[src/rtl/car_pkg.sv]
// Shared navigation definitions: FSM state codes, motor drive patterns and the
// obstacle priority decision used by the controller, display and sim-top blocks.
package car_pkg;

   typedef enum logic [2:0] {
      S_IDLE   = 3'd0,
      S_FWD    = 3'd1,
      S_DEAD   = 3'd2,
      S_TURN_L = 3'd3,
      S_TURN_R = 3'd4,
      S_REV    = 3'd5,
      S_HALT   = 3'd6
   } state_t;

   // Drive patterns packed as {lf, lr, rf, rr}
   localparam logic [3:0] DRV_OFF    = 4'b0000;
   localparam logic [3:0] DRV_FWD    = 4'b1010;
   localparam logic [3:0] DRV_TURN_L = 4'b0110;
   localparam logic [3:0] DRV_TURN_R = 4'b1001;
   localparam logic [3:0] DRV_REV    = 4'b0101;

   function automatic state_t dec(input logic f, input logic l,
                                  input logic r, input logic b);
      state_t s;
      if (!f)      s = S_FWD;
      else if (!l) s = S_TURN_L;
      else if (!r) s = S_TURN_R;
      else if (!b) s = S_REV;
      else         s = S_HALT;
      return s;
   endfunction

   function automatic logic [3:0] drive_pat(input state_t s);
      logic [3:0] d;
      case (s)
         S_FWD:    d = DRV_FWD;
         S_TURN_L: d = DRV_TURN_L;
         S_TURN_R: d = DRV_TURN_R;
         S_REV:    d = DRV_REV;
         default:  d = DRV_OFF;
      endcase
      return d;
   endfunction

endpackage

[src/rtl/pwm_gen.sv]
// Free-running PWM generator: p is high while the period counter is below duty.
module pwm_gen #(
   parameter int PWM_PERIOD = 1000
) (
   input  logic       clk,
   input  logic       rst_n,
   input  logic [9:0] duty,
   output logic       p
);

   localparam int CW = (PWM_PERIOD > 2) ? $clog2(PWM_PERIOD) : 1;
   localparam logic [CW-1:0] LAST = CW'(PWM_PERIOD - 1);

   logic [CW-1:0] cnt_q;

   always_ff @(posedge clk or negedge rst_n) begin
      if (!rst_n)             cnt_q <= '0;
      else if (cnt_q == LAST) cnt_q <= '0;
      else                    cnt_q <= cnt_q + 1'b1;
   end

   // duty >= PWM_PERIOD naturally yields a constant-on output
   assign p = (32'(cnt_q) < 32'(duty));

endmodule

[src/rtl/car_nav_ctrl.sv]
// Priority navigation FSM driving two H-bridge channels, with a dead-time stop
// between every pair of drive states and PWM-gated motor enables.
module car_nav_ctrl
   import car_pkg::*;
#(
   parameter int DEAD_T     = 50000,
   parameter int TURN_T     = 2000000,
   parameter int REV_T      = 4000000,
   parameter int PWM_PERIOD = 1000,
   parameter int CNT_W      = 23
) (
   input  logic       clk,
   input  logic       rst_n,
   input  logic       en,
   input  logic       f,
   input  logic       l,
   input  logic       r,
   input  logic       b,
   input  logic [9:0] duty,
   output logic       lf,
   output logic       lr,
   output logic       rf,
   output logic       rr,
   output logic [2:0] state_o,
   output logic       busy
);

   localparam logic [CNT_W-1:0] DEAD_LAST = CNT_W'(DEAD_T - 1);
   localparam logic [CNT_W-1:0] TURN_LAST = CNT_W'(TURN_T - 1);
   localparam logic [CNT_W-1:0] REV_LAST  = CNT_W'(REV_T - 1);

   logic             p;
   state_t           state_q, state_d;
   logic [CNT_W-1:0] cnt_q, cnt_d;
   logic [3:0]       drv_q, drv_d;
   logic             busy_q, busy_d;

   pwm_gen #(.PWM_PERIOD(PWM_PERIOD)) u_pwm (
      .clk   (clk),
      .rst_n (rst_n),
      .duty  (duty),
      .p     (p)
   );

   always_comb begin
      state_d = state_q;
      cnt_d   = '0;
      if (!en) begin
         state_d = S_IDLE;
      end else begin
         case (state_q)
            S_IDLE: state_d = S_DEAD;
            S_DEAD: begin
               if (cnt_q == DEAD_LAST) state_d = dec(f, l, r, b);
               else                    cnt_d   = cnt_q + 1'b1;
            end
            S_FWD:  if (f) state_d = S_DEAD;
            S_TURN_L, S_TURN_R: begin
               if (cnt_q == TURN_LAST) state_d = S_DEAD;
               else                    cnt_d   = cnt_q + 1'b1;
            end
            S_REV: begin
               if (b || cnt_q == REV_LAST) state_d = S_DEAD;
               else                        cnt_d   = cnt_q + 1'b1;
            end
            S_HALT: if (!(f && l && r && b)) state_d = S_DEAD;
            default: state_d = S_IDLE;
         endcase
      end
      // Outputs are derived from the next state so they change with state_o
      drv_d  = drive_pat(state_d) & {4{p}};
      busy_d = (state_d == S_DEAD) || (state_d == S_TURN_L) ||
               (state_d == S_TURN_R) || (state_d == S_REV);
   end

   always_ff @(posedge clk or negedge rst_n) begin
      if (!rst_n) begin
         state_q <= S_IDLE;
         cnt_q   <= '0;
         drv_q   <= DRV_OFF;
         busy_q  <= 1'b0;
      end else begin
         state_q <= state_d;
         cnt_q   <= cnt_d;
         drv_q   <= drv_d;
         busy_q  <= busy_d;
      end
   end

   assign lf      = drv_q[3];
   assign lr      = drv_q[2];
   assign rf      = drv_q[1];
   assign rr      = drv_q[0];
   assign state_o = state_q;
   assign busy    = busy_q;

endmodule
[config.mk]
export PLATFORM = sky130hd
export DESIGN_NAME = car_nav_ctrl
export DESIGN_NICKNAME = d
export VERILOG_FILES = /design/src/rtl/car_pkg.sv /design/src/rtl/pwm_gen.sv /design/src/rtl/car_nav_ctrl.sv
export SDC_FILE = /design/constraint.sdc
export NUM_CORES = 1
export LEC_CHECK = 0
export CORE_ASPECT_RATIO = 0.9
export CORE_UTILIZATION = 50
export CTS_CLUSTER_DIAMETER = 60
export CTS_CLUSTER_SIZE = 12
export DETAILED_ROUTE_END_ITERATION = 7
export PLACE_DENSITY = 0.72
export SLEW_MARGIN = 40
export SYNTH_ARGS = -nofsm -noshare
export SYNTH_HDL_FRONTEND = slang
export SYNTH_SLANG_ARGS = --single-unit
[constraint.sdc]
create_clock -name clk -period 3.15 [get_ports clk]
set_clock_uncertainty 0.05 [all_clocks]
set_input_delay 0.4725 -clock clk [delete_from_list [all_inputs] [get_ports clk]]
set_output_delay 0.4725 -clock clk [all_outputs]
set_load 0.005 [all_outputs]
== Yosys cells after proc, flatten, opt, wreduce, memory -nomap -nowiden ==
Cells that the tools add are included.

* Register bits: 41
* Bits of input ports: 17
* Output and inout port bits: 8
* Word-level logic and storage cells: 51

* Add/subtract/negate cells: 2
* $lt $le $gt $ge: 1
* Eq/ne operators: 15
* Multiplexer cells: 18
* Bitwise gates (word level): 1
* Reduce and logical (&&, ||, !) cells: 9

{| class="wikitable"
|+ Operators by type and width
! operator !! count
|-
| 2-to-1 mux 23 bit || 4
|-
| case mux 23 bit (3 select lines) || 1
|-
| 2-to-1 mux 3 bit || 8
|-
| adder 23 x 1 -> 23 bit, second input constant || 1
|-
| == test 23 x 16 -> 1 bit, second input constant || 1
|-
| == test 23 x 21 -> 1 bit, second input constant || 1
|-
| == test 23 x 22 -> 1 bit, second input constant || 1
|-
| case mux 3 bit (6 select lines) || 1
|-
| case mux 4 bit (4 select lines) || 1
|-
| == test 3 bit, second input constant || 5
|-
| == test 3 x 2 -> 1 bit, second input constant || 4
|-
| adder 10 x 1 -> 10 bit, second input constant || 1
|-
| == test 10 bit, second input constant || 1
|-
| < comparator 10 bit || 1
|-
| 2-to-1 mux 10 bit || 1
|-
| == test 3 x 1 -> 1 bit, second input constant || 2
|-
| bitwise AND 4 bit || 1
|-
| logical OR 1 bit || 4
|-
| 2-to-1 mux 2 bit || 2
|-
| logical AND 1 bit || 3
|-
| zero test 3 bit || 1
|-
| OR reduction 2 bit || 1
|}

== Logic depth before layout (Yosys ltp) ==
Gate-level depths: netlist (run 1).

* Word-level depth: 11
* Depth in mapped cells: 9

== Modules after synthesis ==
From an unflattened synthesis (run 1), not the netlist that was laid out.

* Cell total of the unflattened synthesis: 253
* Area total of the unflattened synthesis: 2443.6 µm²

{| class="wikitable"
|+ Modules (own cells, without submodules)
! module !! times used !! cells each !! area each (µm²) !! seq. area each (µm²)
|-
| car_nav_ctrl || 1 || 176 || 1746.7 || 775.7
|-
| pwm_gen || 1 || 77 || 696.9 || 250.2
|}

== Worst setup path after synthesis (run 1) ==
Ideal clock, no wire load.

* Path kind: reg2reg
* Start point: reg cnt_q[0]
* End point: reg drv_q[0]
* Data arrival time: 1.993 ns
* Data required time: 2.981 ns
* Path slack: 0.988 ns
* Cell stages (with the launch flop): 9
* Clock period less this slack: 2.162 ns
* Path through: dfrtp_1 ha_1 and4_1 and4_1 a211o_1 a21oi_4 or3_4 ha_1 and2_1

* Cells in the longest elaborated chain, start to end: 8
* Elaborated cells between the ends (all ways): 15

{| class="wikitable"
|+ RTL lines
! what !! RTL line !! RTL
|-
| from (decl) || car_nav_ctrl.sv:34 || <nowiki>logic [CNT_W-1:0] cnt_q, cnt_d;</nowiki>
|-
| from (signal assigned) || car_nav_ctrl.sv:84 || <nowiki>cnt_q <= cnt_d;</nowiki>
|-
| == test 23 x 22 -> 1 bit || car_nav_ctrl.sv:63 || <nowiki>if (b || cnt_q == REV_LAST) state_d = S_DEAD;</nowiki>
|-
| logical OR 1 bit || car_nav_ctrl.sv:63 ||
|-
| 2-to-1 mux 3 bit || car_nav_ctrl.sv:63 ||
|-
| case mux 3 bit (6 select lines) (*) || car_nav_ctrl.sv:51 || <nowiki>case (state_q)</nowiki>
|-
| 2-to-1 mux 3 bit (*) || car_nav_ctrl.sv:48 || <nowiki>if (!en) begin</nowiki>
|-
| == test 3 bit, or another cell as far along || car_pkg.sv:35 || <nowiki>case (s)</nowiki>
|-
| case mux 4 bit (4 select lines) (*) || car_pkg.sv:35 ||
|-
| bitwise AND 4 bit (*) || car_nav_ctrl.sv:71 || <nowiki>drv_d = drive_pat(state_d) & {4{p}};</nowiki>
|-
| named net drv_d[0] || car_nav_ctrl.sv:35 || <nowiki>logic [3:0] drv_q, drv_d;</nowiki>
|-
| to (signal assigned) || car_nav_ctrl.sv:85 || <nowiki>drv_q <= drv_d;</nowiki>
|-
| to (decl) || car_nav_ctrl.sv:35 ||
|}

The timed path passes the listed nets; every way through them passes the cells marked *.

== Worst setup path after layout (run 1) ==
* Start point: in duty[5]
* End point: reg drv_q[1]

* Cells in the longest elaborated chain, start to end: 2

{| class="wikitable"
|+ RTL lines
! what !! RTL line !! RTL
|-
| from (decl) || car_nav_ctrl.sv:19 || <nowiki>input logic [9:0] duty,</nowiki>
|-
| < comparator 10 bit || pwm_gen.sv:23 || <nowiki>assign p = (32'(cnt_q) < 32'(duty));</nowiki>
|-
| bitwise AND 4 bit || car_nav_ctrl.sv:71 ||
|-
| named net drv_d[1] || car_nav_ctrl.sv:35 ||
|}

The timed path passes the listed nets, and every way through them passes these cells.

==> reports/metrics.sh, run 1 <==
POST_CTS.REPAIR.SETUP_BUFFERS=0
PLACE.DETAILED.INSTANCES=329
R2R_SLACK_NS=0.68
PWR_DENSITY_CELL_nW_PER_UM2=345.5
CRITICAL_PATH_CLASS='primary input to flip-flop'
REMAINING_DRC_ERRORS=0
FINISH.NET_COUNT=303
YOSYSSEQAREASHARE_PCT=41.88
DRT_ITER0_MARKERS=83
WORST_R2R_STARTPOINT='u_pwm.cnt_q[5]$_DFF_PN0_'
CTS_NUM_SINKS=41
YOSYS-TOP-CELLS-AREA='dfrtp_1 42%, xor2_1 6.4%, ha_1 6.1%'
LAYOUT_MIN_CYCLE_TIME_NS=2.642
POSTLAYOUTCELLAREA_SQ_UM=2830
HOLDBUFCOUNTCTS=0
CTS.CLK_SLEW.WORST_PATHS_NS=0.07
GRT_FIRST_PASS_WIRELENGTH_UM=7997
SHARE_SEQ_OF_TOTAL_POWER_PCT=54.4
ROUTE.VIAS.TOTAL=1813
YS.WARNINGS.COUNT=0
SYNTH_ENABLE_FLOP_CELLS=0
CTS_BUFFERS=5
POWER_REPORT.INTERNAL_TOTAL_mW=0.7582
FMAX_MHz=378.5
PLACED_CELL_AREA_SQ_UM=2729
SYNTHFLOPTYPE='dfrtp_1'
ALL_LAYER_GLOBAL_ROUTING_USAGE_PCT=21.14
FINAL-MAX-SLEW-VIOLATION-COUNT=0
SYNTH_LARGEST_TYPE_AREA_FRACTION_PCT=41.88
H-TREE-DEPTH=2
DP_HPWL_UM=3293
HOLD_PATH.CLASS='primary input to asynchronous set/reset pin'
FINALWIRELENGTH_UM=4525
YOSYSUNIQUECELLTYPES=47
AREA.GROWTH.SYNTH_TO_FINAL_PCT=15.53
LIBRARY_CELL_WITH_THE_LARGEST_SUMMED_AREA_AFTER_SYNTHESIS='dfrtp_1'
I_O_PIN_TOTAL=25
SYNTH_ASYNC_SR_FLOP_SHARE_PCT=100.0
TIMING.CRITICAL_PATH.FROM_TYPE='primary input'
FINAL-INSTANCE-COUNT-EXCL-FILL=337
POWER.COMBINATIONAL.FRACTION_PCT=6.8
CTS_ROOT_BUFFER='clkbuf_8'
DRTANTENNAVIOLNETS=0
ROUTED_WIRE_LENGTH_PER_INSTANCE_UM=13.43
YOSYS_REGISTER_BITS=41
DRTPASS1ITERATIONS=4
POST_SYNTH_INSTANCE_AREA_SQ_UM=2450
ROW_COUNT=23
CHIPWIDTH_UM=75.79
STATUS='complete, no violations'
MAXCAPVIOLCOUNT=0
NUM_ANTENNA_CELLS=0
SETUP.WORST_PATH.END_CLASS='flip-flop'
CTS-ROOT-TO-SINK-BUFFERS=2
FINALWEIGHTEDCONGESTION=0.8523
STARTPOINT='duty[5]'
SETUP_VIOL_COUNT_FINAL=0
FP.COREAREA_SQ_UM=4576
FRACTION_OF_FINAL_LAYOUT_CELLS_SIZED_BEYOND_DRIVE_STRENGTH_1_PCT=15.27
RSZ0062_AT_GRT='false'
POST-ROUTE-PERIOD-UTIL_PCT=83.88
CRITPATHMAXSTAGEDELAY_NS=0.49
IO_BUFFERS=24
FLOORPLAN.INITIALDENSITY_PCT=53.54
TIMING_HOLD_VIOLATIONS_FINAL=0
CRIT-REG2REG-CAPTURE='drv_q[1]$_DFF_PN0_'
LATEST_CLOCK_ARRIVAL_WITHIN_THE_WORST_SKEW_PAIR_NS=0.31
TRITONCTS_CLOCK_TREE='built'
IR_WORST_VDD_mV=0.1873
TIMING.REG2REG.WORST_PATH_DEPTH=6
WORSTMARGINPINSLEW_NS=0.5052
GRT_ANTENNA_BEFORE_REPAIR=0
WORST-ENDPOINT-ARRIVAL_NS=2.81
SYN_AREA_PER_CELL_SQ_UM=9.839
CRITICAL_PATH_REQUIRED_NS=3.32
SETUP-TNS-FINAL_NS=0
CRIT_PATH_CELL_TRACE='clkdlybuf4s50_1 > inv_1 > ha_1 > a2111oi_2 > o211ai_1 > a221oi_1 > o311ai_1 > nor3b_1'
TOTAL_CONGESTION_OVERFLOW_AFTER_GLOBAL_ROUTING=0
CRITPATHMAXFANOUT=3
FIRST_GLOBAL_VIAS=1763
SYNTH_CELLS=249
CTS-RESIZED-GATES=0
DIE_HEIGHT_UM=68.41
WORST_PATH_MAX_DELAY_CELL='a221oi_1'
DETAIL_ROUTE.VIAS_PER_CELL=5.380
POWER.SHARE.SWITCHING_PCT=22.47
POWER.STATIC_LEAKAGE_nW=1.214
SWITCHING_POWER_OF_THE_NETS_mW=0.2198
LARGEST_NET_DEGREE_AT_THE_START_OF_GLOBAL_ROUTING=42
DESIGN.DIE.AREA_SQ_UM=5184
SYN-NUM-NETS=278
SHARE_OF_POWER_BURNED_IN_THE_CLOCK_NETWORK_PCT=38.8
WORST_SLEW_MARGIN_REL_PCT=66.32
==> how the worst max path moves through the flow <==
stage / end / cells after the start
CTS: drv_q[1]$_DFF_PN0_ / 8
floorplan: drv_q[0]$_DFF_PN0_ / 8
global route: drv_q[1]$_DFF_PN0_ / 8
finish: drv_q[1]$_DFF_PN0_ / 8
detailed placement: drv_q[1]$_DFF_PN0_ / 8
global placement: drv_q[1]$_DFF_PN0_ / 8
==> through the flow <==
| stage | hold WS, ns | setup WS (ns) | utilization (%) | power (mW) |
|---|---|---|---|---|
| after CTS | 0.1048 | 0.5491 | 61.85 | 0.9920 |
| after floorplan | 0.1269 | 0.9882 | - | 0.5712 |
| after global routing | 0.1284 | 0.2666 | 61.85 | 1.017 |
| after global placement | 0.4273 | 0.4135 | 59.58 | 0.6081 |
| after detailed placement | 0.4282 | 0.2276 | 59.64 | 0.6101 |
| final | 0.07704 | 0.5078 | 61.85 | 0.9780 |
==> synthesized netlist by cell type (2+ instances only) <==
library cell and number:
buf_6 2, nor3b_1 2, nor2_2 19, nor2_1 18, o211ai_1 2, nand2_1 14, a21o_1 2, nor4b_2 2
and3_1 7, nor2b_1 3, o21ai_0 2, nand2b_1 4, a211oi_1 2, nor3_1 6, inv_1 14, buf_2 2
nor4_1 3, o31ai_1 2, ha_1 12, a31o_2 2, nand3_1 17, and4_1 8, a31oi_1 2, xnor2_1 11
clkbuf_1 3, a21oi_1 4, and2_1 2, dfrtp_1 41, nand4_1 6, xor2_1 18
==> critical path: cells and delay by family <==
family | cells | cell delay [ns]
buffers and inverters | 2 | 0.49
AOI/OAI and AO/OA | 4 | 1.33
and+or+nand+nor | 1 | 0.21
adders and majority gates | 1 | 0.31
==> per-layer routing <==
| layer | wire [um] | track usage [%] | up-vias |
|---|---|---|---|
| li1 | - | - | 917 |
| met1 | 2270 | 28.66 | 865 |
| met2 | 2029 | 31.97 | 24 |
| met3 | 160 | 6.627 | 7 |
| met4 | 65 | 6.944 | 0 |
| met5 | 0 | 0 | - |
==> power by group through the flow <==
stage | sequential, mW | clock (mW) | combinational [mW]
floorplan | 0.541 | 0 | 0.0307
global placement | 0.542 | 0 | 0.0662
detailed placement | 0.542 | 0 | 0.0679
CTS | 0.532 | 0.392 | 0.0683
global route | 0.532 | 0.410 | 0.0753
finish | 0.532 | 0.380 | 0.0665
==> layout make-up <==
| type | instances | area (sq um) |
|---|---|---|
| sequential | 41 | 1026 |
| tap | 62 | 77.57 |
| clock buffer | 7 | 96.34 |
| inverter | 15 | 56.30 |
| clock inverter | 1 | 5.005 |
| timing repair buffer | 25 | 245.2 |
| fill | 382 | 1745 |
| multi-input combinational | 186 | 1324 |
==> cells by family after synthesis <==
kind of cell	count (synthesis)	share of synthesized area, %
and+or+nand+nor	119	28.45
DFF	41	41.88
xor gates and xnor gates	29	10.37
AOI/OAI and AO/OA	26	9.091
buffers and inverters	22	4.086
adders and majority gates	12	6.129
==> state kept, by name, indices dropped and copies added (netlist names) <==
name / cells
busy: 1
cnt_q: 23
drv_q: 4
state_o: 3
u_pwm.cnt_q: 10
==> cells in the final DEF, fill, tap and decap left out, types with 2 or more instances in the layout <==
master / Yosys / layout
nor4b_2: 2 / 2
o21ai_0: 2 / 2
a21oi_1: 4 / 4
nand4_1: 6 / 6
nor2_2: 19 / 19
buf_4: 0 / 2
nand2_1: 14 / 14
a31o_2: 2 / 2
dfrtp_1: 41 / 41
a31oi_1: 2 / 2
nor2_1: 18 / 18
and3_1: 7 / 7
a211oi_1: 2 / 2
ha_1: 12 / 12
clkbuf_8: 0 / 7
nor4_1: 3 / 3
nand3_1: 17 / 17
inv_1: 14 / 14
and2_1: 2 / 2
nor3_1: 6 / 6
xor2_1: 18 / 18
nor3b_1: 2 / 2
nand2b_1: 4 / 4
nor2b_1: 3 / 3
and4_1: 8 / 8
o211ai_1: 2 / 2
clkdlybuf4s50_1: 0 / 23
o31ai_1: 2 / 2
a21o_1: 2 / 2
xnor2_1: 11 / 11
Power figures use the tool's default switching activity.
==> run 2, diff against run 1 <==
- clock period: 3.15 -> 2.7 ns (I/O delays scaled with it)
==> run 2 against run 1 <==
Net effect: clock power rose by 5.8%; critical endpoint unchanged; highest routed layer unchanged; critical path depth unchanged; sequential power grew 17%.
==> reports/metrics.sh, run 2 (synthesis results as in run 1) <==
POWER_REPORT.INTERNAL_TOTAL_mW=0.8610
POST-ROUTE-PERIOD-UTIL_PCT=89.87
ROUTE.VIAS.TOTAL=1877
WORST_R2R_STARTPOINT='cnt_q[0]$_DFF_PN0_'
POWER.COMBINATIONAL.FRACTION_PCT=7.6
SHARE_SEQ_OF_TOTAL_POWER_PCT=56.0
ALL_LAYER_GLOBAL_ROUTING_USAGE_PCT=20.79
SETUP_VIOL_COUNT_FINAL=0
CRITICAL_PATH_CLASS='primary input to flip-flop'
CTS_BUFFERS=5
SETUP.WORST_PATH.END_CLASS='flip-flop'
CHIPWIDTH_UM=75.79
CTS_ROOT_BUFFER='clkbuf_8'
ROUTED_WIRE_LENGTH_PER_INSTANCE_UM=13.99
FINAL-MAX-SLEW-VIOLATION-COUNT=0
CTS.CLK_SLEW.WORST_PATHS_NS=0.07
FINAL_CELL_MIX='41 x dfrtp_1, 23 x clkdlybuf4s50_1, 19 x nor2_2'
SWITCHING_POWER_OF_THE_NETS_mW=0.2464
MAXCAPVIOLCOUNT=0
DP_HPWL_UM=3380
TRITONCTS_CLOCK_TREE='built'
NUM_ANTENNA_CELLS=0
FINISH.NET_COUNT=306
GRT_FIRST_PASS_WIRELENGTH_UM=7955
SHARE_OF_POWER_BURNED_IN_THE_CLOCK_NETWORK_PCT=36.3
FRACTION_OF_FINAL_LAYOUT_CELLS_SIZED_BEYOND_DRIVE_STRENGTH_1_PCT=15.88
FINALWIRELENGTH_UM=4741
LARGEST_REGISTER_FFS=23
STATUS='complete, no violations'
FINAL-INSTANCE-COUNT-EXCL-FILL=339
POSTLAYOUTCOREUTIL_PCT=62.59
WORST-ENDPOINT-ARRIVAL_NS=2.58
GRT_ANTENNA_BEFORE_REPAIR=0
DRTPASS1ITERATIONS=4
R2R_SLACK_NS=0.34
DRTANTENNAVIOLNETS=0
CRITPATHMAXFANOUT=3
DIE_HEIGHT_UM=68.41
MOSTFREQUENTLAYOUTCELL='dfrtp_1'
HOLD_PATH.CLASS='primary input to asynchronous set/reset pin'
SETUP-TNS-FINAL_NS=0
AREA.GROWTH.SYNTH_TO_FINAL_PCT=16.91
ROW_COUNT=23
IR_WORST_VDD_mV=0.2318
PLACE.DETAILED.INSTANCES=330
H-TREE-DEPTH=2
LAYOUT_MIN_CYCLE_TIME_NS=2.427
CTS-ROOT-TO-SINK-BUFFERS=2
WORSTMARGINPINSLEW_NS=0.5198
TIMING.CRITICAL_PATH.FROM_TYPE='primary input'
DRT_ITER0_MARKERS=87
CRIT-REG2REG-CAPTURE='drv_q[0]$_DFF_PN0_'
I_O_PIN_TOTAL=25
PWR_DENSITY_CELL_nW_PER_UM2=386.7
STARTPOINT='duty[5]'
FINAL_WORST_HOLD_SLACK_NS=0.03115
DESIGN.DIE.AREA_SQ_UM=5184
TIMING_HOLD_VIOLATIONS_FINAL=0
REMAINING_DRC_ERRORS=0
MAX_FLOP_REGISTER='cnt_q'
P_TOTAL_mW=1.107
LATEST_CLOCK_ARRIVAL_WITHIN_THE_WORST_SKEW_PAIR_NS=0.29
CTS_NUM_SINKS=41
POWER.SHARE.SWITCHING_PCT=22.25
FP.COREAREA_SQ_UM=4576
FLOORPLAN.INITIALDENSITY_PCT=53.54
LARGESTREGISTERS='cnt_q (23), u_pwm.cnt_q (10), drv_q (4)'
LARGEST_NET_DEGREE_AT_THE_START_OF_GLOBAL_ROUTING=42
FMAX_MHz=412.1
RSZ0062_AT_GRT='false'
POWER.STATIC_LEAKAGE_nW=1.231
FIRST_GLOBAL_VIAS=1701
CRITICAL_PATH_REQUIRED_NS=2.85
FINALWEIGHTEDCONGESTION=0.8665
CAPTURE_POINT_OF_THE_WORST_PATH='drv_q[1]$_DFF_PN0_'
IO_BUFFERS=24
TIMING.REG2REG.WORST_PATH_DEPTH=8
WORST_SLEW_MARGIN_REL_PCT=65.35
DETAIL_ROUTE.VIAS_PER_CELL=5.537
TOTAL_CONGESTION_OVERFLOW_AFTER_GLOBAL_ROUTING=0
HOLDBUFCOUNTCTS=0
-- run 2: cell types whose count changed in the layout (fill, tap and decap cells not counted), sizes merged --
cell    before  now
buf          2    5
clkinv       1    0
-- run 2: routing by layer --
| layer | global-route usage (%) | vias up | routed length, um |
|---|---|---|---|
| met4 | 6.713 | 0 | 56 |
| li1 | - | 928 | - |
| met5 | 0 | - | 0 |
| met1 | 29.89 | 893 | 2398 |
| met3 | 4.124 | 7 | 205 |
| met2 | 31.19 | 49 | 2080 |
-- run 2: layout make-up --
| class | count | area (sq um) |
|---|---|---|
| fill | 381 | 1712 |
| timing repair buffer | 28 | 287.8 |
| multi-input combinational | 186 | 1330 |
| inverter | 15 | 56.30 |
| clock buffer | 7 | 86.33 |
| tap | 62 | 77.57 |
| sequential | 41 | 1026 |
-- run 2: through the flow --
step / worst slack (ns) / cell area [sq um]
final: 0.2734 / 2864
after global routing: 0.06843 / 2864
after CTS: 0.1385 / 2823
after detailed placement: -0.1578 / 2736
after global placement: 0.03474 / 2734
after floorplan: 0.5382 / 2450
-- run 2: how the worst min path moves through the flow --
stage,end,from,depth (start not counted)
after CTS,cnt_q[11]$_DFF_PN0_,rst_n,1
final,state_o[2]$_DFF_PN0_,rst_n,1
after global routing,cnt_q[19]$_DFF_PN0_,rst_n,1
after detailed placement,state_o[2]$_DFF_PN0_,rst_n,1
after global placement,cnt_q[0]$_DFF_PN0_,cnt_q[0]$_DFF_PN0_,1
after floorplan,busy$_DFF_PN0_,rst_n,0
-- run 2: timing repair --
item	4_1_cts	5_1_grt
gates resized for setup	0	1
setup endpoints to repair	0	2
setup buffers	0	1
-- run 2: power by group through the flow --
stage               combinational [mW]  clock [mW]  sequential, mW
floorplan                       0.0358           0           0.631
global placement                0.0763           0           0.632
detailed placement              0.0792           0           0.633
CTS                             0.0795       0.413           0.620
global route                    0.0956       0.433           0.621
finish                          0.0847       0.402           0.621
-- run 2: critical path: stages --
cell	delay, ns
clkdlybuf4s50_1	0.45
inv_1	0.04
ha_1	0.32
a2111oi_2	0.44
o211ai_1	0.20
a221oi_2	0.34
o311ai_1	0.18
nor3b_1	0.21
==> run 3, diff against run 2 <==
- ABC_AREA: default -> 0
- CELL_PAD_IN_SITES_DETAIL_PLACEMENT: default -> 1
- CELL_PAD_IN_SITES_GLOBAL_PLACEMENT: default -> 2
- CORE_UTILIZATION: 50 -> 36
- PLACE_DENSITY: 0.72 -> default
- PLACE_DENSITY_LB_ADDON: default -> 0.1
==> run 3 against run 2 <==
Net effect: global-route usage shrank 3.1 points; critical path depth unchanged; setup slack improved by 0.015 ns; non-clock buffer count increased by 2; worst hold slack lost 0.0056 ns; final cell count rose by 9.1%; utilization fell by 18 points; clock-buffer cell count did not move; fmax up 0.61%; sequential share of layout area shrank 0.62 points; sequential power hardly changed; first-iteration DRC count is 45% lower.
==> reports/metrics.sh, run 3 (synthesis results as in run 1) <==
FINISH.NET_COUNT=308
DP_HPWL_UM=4247
I_O_PIN_TOTAL=25
IR_WORST_VDD_mV=0.1658
CRITPATHMAXFANOUT=3
DRT_ITER0_MARKERS=48
FINAL-MAX-SLEW-VIOLATION-COUNT=0
PWR_DENSITY_CELL_nW_PER_UM2=392.9
ROUTED_WIRE_LENGTH_PER_INSTANCE_UM=14.80
FRACTION_OF_FINAL_LAYOUT_CELLS_SIZED_BEYOND_DRIVE_STRENGTH_1_PCT=17.14
LARGESTREGISTERS='cnt_q (23), u_pwm.cnt_q (10), drv_q (4)'
IO_BUFFERS=24
WORST_SLEW_MARGIN_REL_PCT=64.70
WORSTMARGINPINSLEW_NS=0.5246
POST-ROUTE-PERIOD-UTIL_PCT=89.33
CRITICAL_PATH_CLASS='primary input to flip-flop'
DRTANTENNAVIOLNETS=0
DETAIL_ROUTE.VIAS_PER_CELL=5.132
GRT_ANTENNA_BEFORE_REPAIR=0
MET3ROUTEDLENGTH_UM=129
FMAX_MHz=414.6
DIE_HEIGHT_UM=80.26
TOTAL_CONGESTION_OVERFLOW_AFTER_GLOBAL_ROUTING=0
REMAINING_DRC_ERRORS=0
MET2WIRELENGTH_UM=2397
CTS-ROOT-TO-SINK-BUFFERS=2
AREA.SEQUENTIAL_SQ_UM=1026
CHIPWIDTH_UM=88.96
DP_SLACK_NS=-0.1454
ROUTE.VIAS.TOTAL=1899
MAXCAPVIOLCOUNT=0
LAYOUT_MIN_CYCLE_TIME_NS=2.412
P_TOTAL_mW=1.145
CTS_BUFFERS=5
DETAIL_ROUTE.WIRELENGTH.MET1_UM=2919
FLOORPLAN.INITIALDENSITY_PCT=37.20
POST-ROUTE-WORST-SETUP-SLACK_NS=0.2882
TOPROUTINGLAYERUSED='met4'
MULTI_INPUT_COMB_AREA_SQ_UM=1330
TIMING.CRITICAL_PATH.FROM_TYPE='primary input'
SETUP.WORST_PATH.END_CLASS='flip-flop'
CTS_NUM_SINKS=41
MOSTFREQUENTLAYOUTCELL='dfrtp_1'
CRITICAL_PATH_REQUIRED_NS=2.85
FP.COREAREA_SQ_UM=6586
GRT_FIRST_PASS_WIRELENGTH_UM=9673
AREA.GROWTH.SYNTH_TO_FINAL_PCT=18.95
MAX_FLOP_REGISTER='cnt_q'
LAYOUT.FILLER_CELLS=770
ROW_COUNT=28
WORST-ENDPOINT-ARRIVAL_NS=2.57
FINALWIRELENGTH_UM=5477
FIRST_GLOBAL_VIAS=1929
FINAL_CELL_MIX='41 x dfrtp_1, 23 x clkdlybuf4s50_1, 19 x nor2_2'
STATUS='complete, no violations'
H-TREE-DEPTH=2
POSTLAYOUTCOREUTIL_PCT=44.24
LATEST_CLOCK_ARRIVAL_WITHIN_THE_WORST_SKEW_PAIR_NS=0.28
DRTPASS1ITERATIONS=4
NUM_ANTENNA_CELLS=0
HOLD_PATH.CLASS='primary input to asynchronous set/reset pin'
POWER.STATIC_LEAKAGE_nW=1.245
TRITONCTS_CLOCK_TREE='built'
DESIGN.DIE.AREA_SQ_UM=7140
LARGEST_REGISTER_FFS=23
CTS_ROOT_BUFFER='clkbuf_8'
CTS.CLK_SLEW.WORST_PATHS_NS=0.08
SETUP_VIOL_COUNT_FINAL=0
ALL_LAYER_GLOBAL_ROUTING_USAGE_PCT=17.67
POST_CTS.REPAIR.SETUP_BUFFERS=0
TIMING_HOLD_VIOLATIONS_FINAL=0
RSZ0062_AT_GRT='false'
FINALWEIGHTEDCONGESTION=0.7716
LARGEST_NET_DEGREE_AT_THE_START_OF_GLOBAL_ROUTING=22
run 3: cell types whose count changed in the layout (fill, tap and decap cells not counted), sizes merged:
cell,previous run,this run
clkinv,0,1
buf,5,7
run 3: path summary, 6_finish.rpt:
path	start	to	slack, ns	depth (start not counted)
hold / removal	rst_n	state_o[1]$_DFF_PN0_	0.03	1
setup / recovery	duty[5]	drv_q[1]$_DFF_PN0_	0.29	8
max in group asynchronous	rst_n	cnt_q[6]$_DFF_PN0_	2.01	2
min in group clk	cnt_q[0]$_DFF_PN0_	cnt_q[0]$_DFF_PN0_	0.44	1
hold reg to reg	cnt_q[0]$_DFF_PN0_	cnt_q[0]$_DFF_PN0_	0.44	1
setup reg to reg	cnt_q[0]$_DFF_PN0_	cnt_q[22]$_DFF_PN0_	0.29	8
run 3: report_power, final:
part	leakage, nW	internal [mW]	switching [mW]
Sequential	0.553	0.616	0.00375
Clock	0.0542	0.231	0.210
Combinational	0.638	0.0401	0.0434
Total	1.25	0.888	0.257
run 3: per-layer routing:
metal | global-route usage [%] | up-vias
met5 | 0 | -
met4 | 3.810 | 0
met3 | 3.392 | 2
met2 | 26.92 | 19
met1 | 25.80 | 953
li1 | - | 925
run 3: per-stage QoR:
stage	hold slack (ns)	TNS [ns]	area (sq um)	cells
2_1_floorplan	0.05941	0	2450	249
3_3_place_gp	0.3450	0	2791	361
3_5_place_dp	0.3558	-0.1860	2806	362
4_1_cts	0.03724	0	2908	370
5_1_grt	0.04869	0	2914	370
6_report	0.02552	0	2914	370
run 3: final cells by class:
cell class	count	area share, %
Inverter	15	1.932
Multi-Input combinational cell	186	45.64
Timing Repair Buffer	30	9.875
Clock buffer	7	3.306
Clock inverter	1	0.1717
Tap cell	90	3.864
Sequential cell	41	35.21
run 3: what timing repair did:
item                                    CTS  global route
gates resized for setup                   0             1
hold buffers                              0             0
endpoints found under the setup margin    0             1
run 3: critical path, stage by stage:
cell	delay [ns]
clkdlybuf4s50_1	0.45
inv_1	0.04
ha_1	0.31
a2111oi_2	0.44
o211ai_1	0.20
a221oi_2	0.34
o311ai_1	0.18
nor3b_1	0.20
